**src/rtl/xup_mux_scan_controller.sv**
```systemverilog
// xup_mux_scan_controller
// Round-robin select sequencer for a 4-to-1 vector mux. It drives `sel`
// across the enabled channels and waits DWELL cycles for the mux output to
// settle. It then captures the mux output with its channel number and offers
// the sample downstream on a valid/ready handshake. Scanning stalls while a
// sample is unconsumed, so no sample is ever dropped or overwritten.
module xup_mux_scan_controller #(
  parameter int SIZE  = 8,
  parameter int DWELL = 4
) (
  input  logic            clk,
  input  logic            reset,
  input  logic            run,
  input  logic [3:0]      ch_en,
  input  logic [SIZE-1:0] mux_y,
  output logic [1:0]      sel,
  output logic [SIZE-1:0] data_out,
  output logic [1:0]      ch_out,
  output logic            valid,
  input  logic            ready,
  output logic            busy
);

  // Counter wide enough for DWELL-1; DWELL=1 still needs a one-bit counter.
  localparam int CNT_W = (DWELL > 1) ? $clog2(DWELL) : 1;
  localparam logic [CNT_W-1:0] CNT_LOAD = CNT_W'(DWELL - 1);
  localparam logic [CNT_W-1:0] CNT_ONE  = CNT_W'(1);

  // Reject an out-of-range settle time when the design is elaborated.
  if (DWELL < 1 || DWELL > 255) begin : g_bad_dwell
    $error("DWELL must be in 1..255");
  end

  typedef enum logic [1:0] {
    IDLE   = 2'd0,  // waiting for run with at least one channel enabled
    SETTLE = 2'd1,  // sel driven, counting down the mux settle time
    HOLD   = 2'd2   // sample captured, waiting for ready
  } state_e;

  // First enabled channel at or above `start`, wrapping 3->0. Searching from
  // the farthest offset down lets the nearest hit overwrite the others, so
  // no extra found flag is needed. If no channel is enabled, `start` is kept.
  function automatic logic [1:0] next_ch(input logic [1:0] start,
                                         input logic [3:0] en);
    logic [1:0] result;
    logic [1:0] idx;
    result = start;
    for (int k = 3; k >= 0; k--) begin
      idx = start + 2'(k);
      if (en[idx]) result = idx;
    end
    return result;
  endfunction

  state_e            state_q, state_d;
  logic [1:0]        sel_q, sel_d;
  logic [1:0]        ptr_q, ptr_d;
  logic [CNT_W-1:0]  cnt_q, cnt_d;
  logic [SIZE-1:0]   data_q, data_d;
  logic [1:0]        ch_q, ch_d;
  logic              valid_q, valid_d;
  logic              can_start;

  // Channel selection happens only when run is high and something is enabled.
  assign can_start = run && (ch_en != 4'b0000);

  // Next-state, select, counter and capture logic for the scan FSM.
  always_comb begin
    // NOTE: every signal gets a default first, so a path that doesn't assign
    // it holds the register value instead of inferring a latch.
    state_d = state_q;
    sel_d   = sel_q;
    ptr_d   = ptr_q;
    cnt_d   = cnt_q;
    data_d  = data_q;
    ch_d    = ch_q;
    valid_d = valid_q;

    unique case (state_q)
      IDLE: begin
        if (can_start) begin
          sel_d   = next_ch(ptr_q, ch_en);
          cnt_d   = CNT_LOAD;
          state_d = SETTLE;
        end
      end

      SETTLE: begin
        if (cnt_q == '0) begin
          data_d  = mux_y;
          ch_d    = sel_q;
          valid_d = 1'b1;
          state_d = HOLD;
        end else begin
          cnt_d = cnt_q - CNT_ONE;
        end
      end

      HOLD: begin
        // Everything stays frozen until the sample is taken.
        if (valid_q && ready) begin
          valid_d = 1'b0;
          ptr_d   = sel_q + 2'd1;
          if (can_start) begin
            sel_d   = next_ch(sel_q + 2'd1, ch_en);
            cnt_d   = CNT_LOAD;
            state_d = SETTLE;
          end else begin
            state_d = IDLE;
          end
        end
      end

      default: begin
        state_d = IDLE;
      end
    endcase
  end

  // State registers; reset clears everything, including any pending sample.
  always_ff @(posedge clk or posedge reset) begin
    if (reset) begin
      state_q <= IDLE;
      sel_q   <= 2'd0;
      ptr_q   <= 2'd0;
      cnt_q   <= '0;
      data_q  <= '0;
      ch_q    <= 2'd0;
      valid_q <= 1'b0;
    end else begin
      // NOTE: non-blocking assignments, so all registers update from the
      // values held before this edge, whatever the statement order.
      state_q <= state_d;
      sel_q   <= sel_d;
      ptr_q   <= ptr_d;
      cnt_q   <= cnt_d;
      data_q  <= data_d;
      ch_q    <= ch_d;
      valid_q <= valid_d;
    end
  end

  assign sel      = sel_q;
  assign data_out = data_q;
  assign ch_out   = ch_q;
  assign valid    = valid_q;
  assign busy     = (state_q != IDLE);

  // An unconsumed sample and the select lines stay frozen while stalled.
  a_hold_stable: assert property (@(posedge clk) disable iff (reset)
    (valid && !ready) |=> (valid && $stable(data_out) && $stable(ch_out) && $stable(sel)));

  // A sample is only presented while the sequencer is active.
  a_valid_busy: assert property (@(posedge clk) disable iff (reset)
    valid |-> busy);

endmodule

```
**config.mk**
```make
export PLATFORM = sky130hd
export DESIGN_NAME = xup_mux_scan_controller
export DESIGN_NICKNAME = d
export VERILOG_FILES = /design/src/rtl/xup_mux_scan_controller.sv
export SDC_FILE = /design/constraint.sdc
export NUM_CORES = 1
export LEC_CHECK = 0
export BUFFER_PORTS_ARGS = -buffer_cell sky130_fd_sc_hd__buf_2
export CORE_ASPECT_RATIO = 0.9
export CORE_MARGIN = 2
export CORE_UTILIZATION = 30
export DETAILED_ROUTE_END_ITERATION = 12
export PLACE_DENSITY_LB_ADDON = 0.05
export SLEW_MARGIN = 20
export SYNTH_ARGS = -nofsm -noshare
export SYNTH_HDL_FRONTEND = slang
export SYNTH_SLANG_ARGS = --single-unit
```
**constraint.sdc**
```tcl
create_clock -name clk -period 3.16 [get_ports clk]
set_clock_uncertainty 0.1 [all_clocks]
set_input_delay 0.474 -clock clk [delete_from_list [all_inputs] [get_ports clk]]
set_output_delay 0.474 -clock clk [all_outputs]
set_load 0.01 [all_outputs]
```
* After elaboration in Yosys (flattened, before gate mapping)
Cells that the tools add are included.
** Cells by class
- Add/sub/neg operators :: 8
- $lt $le $gt $ge :: 8
- Equal/unequal tests :: 7
- Multiplexer cells :: 40
- Reductions and logical operators :: 15
** Operator list (count)
- $mux 2 :: 17
- $lt 2x3->1 const B :: 8
- $bmux 1 s2 :: 8
- $pmux 2 s3 :: 2
- $mux 1 :: 11
- $ne 2x2->1 const B :: 5
- $reduce_and 3->1 :: 3
- $add 2x2->2 const B :: 4
- $add 2x1->2 const B :: 3
- $reduce_bool 2->1 :: 3
- $logic_not 2->1 :: 2
- $pmux 2 s2 :: 1
- $reduce_and 2->1 :: 2
- $reduce_and 4->1 :: 1
- $reduce_bool 4->1 :: 1
- $reduce_bool 3->1 :: 1
- $eq 2x1->1 const B :: 1
- $eq 2x2->1 const B :: 1
- $logic_and 1x1->1 :: 2
- $pmux 1 s2 :: 1
- $sub 2x1->2 const B :: 1
** Storage, ports and cells
- Flip-flop bits (word level) :: 19
- Input bits :: 16
- Output and inout bits :: 14
- Word-level logic and storage cells :: 85

* Depth between registers and ports, before layout
- Depth after elaboration :: 11
- Mapped depth :: 6
- Depth with buffers taken out :: 6

* Worst setup path before layout
Ideal clock, no wire load.
- Kind :: input port to flip-flop
- Start :: in ch_en[2]
- End :: reg cnt_q[1]
- Setup time :: 0.128 ns
- Arrival time :: 1.623 ns
- Data required time :: 2.932 ns
- Slack :: 1.309 ns
- Stages :: 5
- Buffers on the path :: 1
- Cell sequence :: buf_6 > nor4_2 > or4b_4 > a21oi_2 > mux2_1
** Between the ends
- Word-level cells in the longest chain between the ends :: 5
** RTL lines
- start: declaration :: RTL line 14 : input logic [3:0] ch_en,
- $reduce_bool 4->1 * :: RTL line 65 : assign can_start = run && (ch_en != 4'b0000);
- $logic_and 1x1->1 * :: RTL line 65
- $mux 2 *
- $mux 2
- $pmux 2 s3 *
- end signal: assignment :: RTL line 136 : cnt_q <= cnt_d;
- end: declaration :: RTL line 58 : logic [CNT_W-1:0] cnt_q, cnt_d;
Every way passes the cells marked *; elsewhere a longest branch is shown, timed or not. The select of a mux whose other input is x is not followed.
A chain may end at the register's enable or synchronous reset.

* Final worst setup path
- Start :: reg cnt_q[0]
- End :: reg cnt_q[1]
** Between the ends
- Word-level cells in the longest chain between the ends :: 3
- Elaborated cells on any way between the ends :: 6
- Classes of those cells :: add/sub (1); eq/ne (1); mux (2); reduce/logical (2)
** RTL lines (RTL line)
- $sub 2x1->2 / $logic_not 2->1 (equally long branches) :: 95, 89
- $mux 2 / $ne 2x2->1 (equally long branches)
- $pmux 2 s3 / $reduce_and 3->1 (equally long branches)
Several ways; a longest one is shown, not always the timed one. The select of a mux whose other input is x is not followed.

==> out/metrics.yaml <==
status:
  result_of_the_run: "finished, final reports clean"
logic_synthesis:
  synth_seq_cells: 19
  syn_nets: 125
  synth_top_area_frac: 0.4434
  synth_cell_types: 39
  synth.area.mux_share: 0.1249
  synthDominantAreaCellType: "dfrtp_1"
  synth-compound-area-share: 0.1365
  synthAdderAreaFrac: 0.01167
  synth.yosys.warnings: 0
  share_of_the_yosys_chip_area_belonging_to_registers: 0.4434
  syn_avg_cell_area_um2: 9.929
  dominant_combinational_cell_family_by_area_after_synthesis: "simple AND/OR/NAND/NOR gates"
  synth_simple_gate_area_frac: 0.2030
  synthesis.area_mm2: 0.001072
  postSynthCellCount: 108
  post_synth_main_area_contributors: "dfrtp_1, mux2_1, nand2_1"
  synth_xor_xnor_area_share: 0.008168
critical_path:
  timing.critical_path.slowest_stage_cell: "nand2_1"
  crit_fanout: 13
  crit_path_end_kind: "flop"
  crit_path_max_incr_delay_ns: 0.41
  critical_path_data_required_time_ns: 3.19
  startpoint_type: "flop"
  critPathArrivalTime_ns: 1.96
  timing_worst_setup_path_type: "flop to flop"
  critical_path.cell_chain: "inv_1 > ha_1 > nand2_1 > o21ai_1 > a21oi_2 > mux2_1"
clock_network:
  cts-root-to-sink-buffers: 2
  cts.clk_slew.worst_paths_ns: 0.07
  clk_latency_ns: 0.25
  cts-htree-levels: 1
  cts_sinks: 19
  hold_buffers: 0
  clock_tree_from_tritoncts: "built"
  cts.repair_timing.setup_buffer_count: 0
  cts-buffers-inserted: 3
  cts_repair_resize_count: 0
  cts-root-buf: "clkbuf_8"
timing:
  fmax_mhz: 519.5
  max-slew-margin-rel: 0.5114
  whs_ns: 0.2398
  grt_setup_unrepaired: "no"
  drv_slew: 0
  minimum_clock_period_after_layout_ns: 1.925
  worst_slew_pin_slew_ns: 0.7321
  timing.setup.tns_ns: 0
  finalSetupViolCount: 0
  timing_hold_violations_final: 0
  final_critical_path_share_of_the_clock_period: 0.6092
power_and_ir_drop:
  pwr-share-comb: 0.410
  internal-power_mw: 0.6800
  sequentialPowerShare: 0.437
  net_switching_power_mw: 0.4098
  cellPowerDensity_mw_per_mm2: 863.3
  power.static_leakage_nw: 0.5842
  swShare: 0.3760
  clockPowerShare: 0.153
  ir_drop_uv: 332.0
global_routing:
  antenna_violations_before_repair: 0
  grt_pass1_wl_um: 3567
  grt_overall_usage: 0.1162
  first_global_vias: 748
  grt_max_degree: 20
  global_route.overflow_total: 0
finish:
  layout_common_cells: "buf_2, dfrtp_1, nor2_1, nand2_1, mux2_1"
  layout.filler_cells: 389
  area.growth.synth_to_final_pct: 17.74
  instances_no_fill: 177
  final_net_count: 151
  insertedDiodeCount: 0
  postLayoutCoreUtil: 0.3710
  layout.cells.most_common: "buf_2"
  post_route_cells_drive_above_1_share: 0.2857
place:
  gp_routability_congestion: 0.8095
  buffer_ports.inserted: 29
  hpwlAfterDp_um: 1588
  place_inst: 173
worst_hold_path:
  hold_class: "primary input to asynchronous set/reset pin"
detailed_routing:
  drt-initial-drc-count: 62
  detail_route.wl_per_cell_um: 12.23
  drt_drc_violations_left: 0
  antenna_left: 0
  viasPerCell: 4.791
  drt_wl_total_um: 2165
  detailedRoute.firstPassIterationCount: 4
  vias: 848
floorplanning:
  fp.dieW_um: 67.02
  floorplan.die.height_um: 60.72
  num_rows: 20
  die_area_mm2: 0.004069
  floorplan.io_pins: 30
  start_util: 0.3151
  placeableCoreArea_mm2: 0.003403
job:
  max-cap-violations: 0
-- power groups by stage --
stage                     clock, mW  combinational (mW)  sequential, mW
after floorplan                   0               0.307           0.479
after global placement            0               0.457           0.481
after detailed placement          0               0.458           0.481
after CTS                     0.172               0.458           0.478
after global routing          0.184               0.504           0.498
final                         0.167               0.447           0.476
-- Yosys cell counts --
master / n
o211ai_1: 1
dfrtp_1: 19
a2bb2oi_1: 1
nand4_1: 1
or2_1: 1
a22o_1: 1
nor4b_1: 1
nor4bb_1: 1
or2_2: 1
or4b_4: 1
buf_6: 3
nor3b_1: 3
nand3_1: 2
a221oi_1: 1
nor4_2: 1
nor2_1: 9
inv_1: 6
a21bo_1: 1
nand2b_1: 1
clkbuf_1: 3
nor2b_1: 2
mux2_2: 2
a31oi_1: 3
buf_2: 2
ha_1: 1
xor2_1: 1
a21oi_1: 5
nand2_1: 9
o21ai_1: 3
and2_1: 1
o22ai_1: 2
mux2_1: 9
or3_1: 2
and3b_1: 1
o21a_1: 1
o21ai_0: 3
mux2i_1: 1
a21oi_2: 1
nand3b_1: 1
-- cell type report --
class	instances	area (um2)	share of cell area
flip-flops and latches	19	475.5	0.3766
repair buffers	29	145.1	0.1150
clock buffers	4	45.04	0.03568
well taps	44	55.05	0.04361
multi-input cells	75	519.2	0.4113
inverters	6	22.52	0.01784
-- flip-flops by register name, summed over array words and instances (netlist names) --
name / cells
ch_out: 2
cnt_q: 2
data_out: 8
ptr_q: 2
sel: 2
state_q: 2
valid: 1
-- logic make-up after synthesis --
| kind of cell | Yosys count |
|---|---|
| and+or+nand+nor | 38 |
| xor gates and xnor gates | 1 |
| adders and majority gates | 1 |
| DFF | 19 |
| AOI/OAI and AO/OA | 23 |
| buffers and inverters | 14 |
| muxes | 12 |
-- per-stage QoR --
step / setup WS, ns / total power [mW] / instance area [um2]
final: 1.235 / 1.090 / 1262
after global routing: 1.060 / 1.187 / 1262
after CTS: 1.181 / 1.109 / 1262
after detailed placement: 1.118 / 0.9383 / 1217
after global placement: 1.165 / 0.9382 / 1217
after floorplan: 1.309 / 0.7858 / 1072
-- per-layer routing --
metal	GRT usage	wire length [um]	vias up
li1	-	-	428
met1	0.1787	1149	404
met2	0.1598	911	16
met3	0.03896	105	0
met4	0.01749	0	0
met5	0	0	-
-- path summary, 6_finish.rpt --
check	start	to	slack, ns	depth (start not counted)
setup / recovery	cnt_q[0]	cnt_q[1]	1.23	6
hold / removal	reset	data_out[6]	0.24	2
max in group asynchronous	reset	sel[1]	2.26	2
setup reg to reg	cnt_q[0]	cnt_q[1]	1.23	6
min in group clk	mux_y[1]	data_out[1]	0.33	2
hold reg to reg	data_out[4]	data_out[4]	0.39	1
-- critical path, delay by kind of cell (launching register included) --
kind,cells,cell delay (ns)
and+or+nand+nor,1,0.41
DFF,1,0.36
muxes,1,0.34
AOI/OAI and AO/OA,2,0.34
adders and majority gates,1,0.20
buffers and inverters,1,0.05
(Power assumes the default switching activity.)
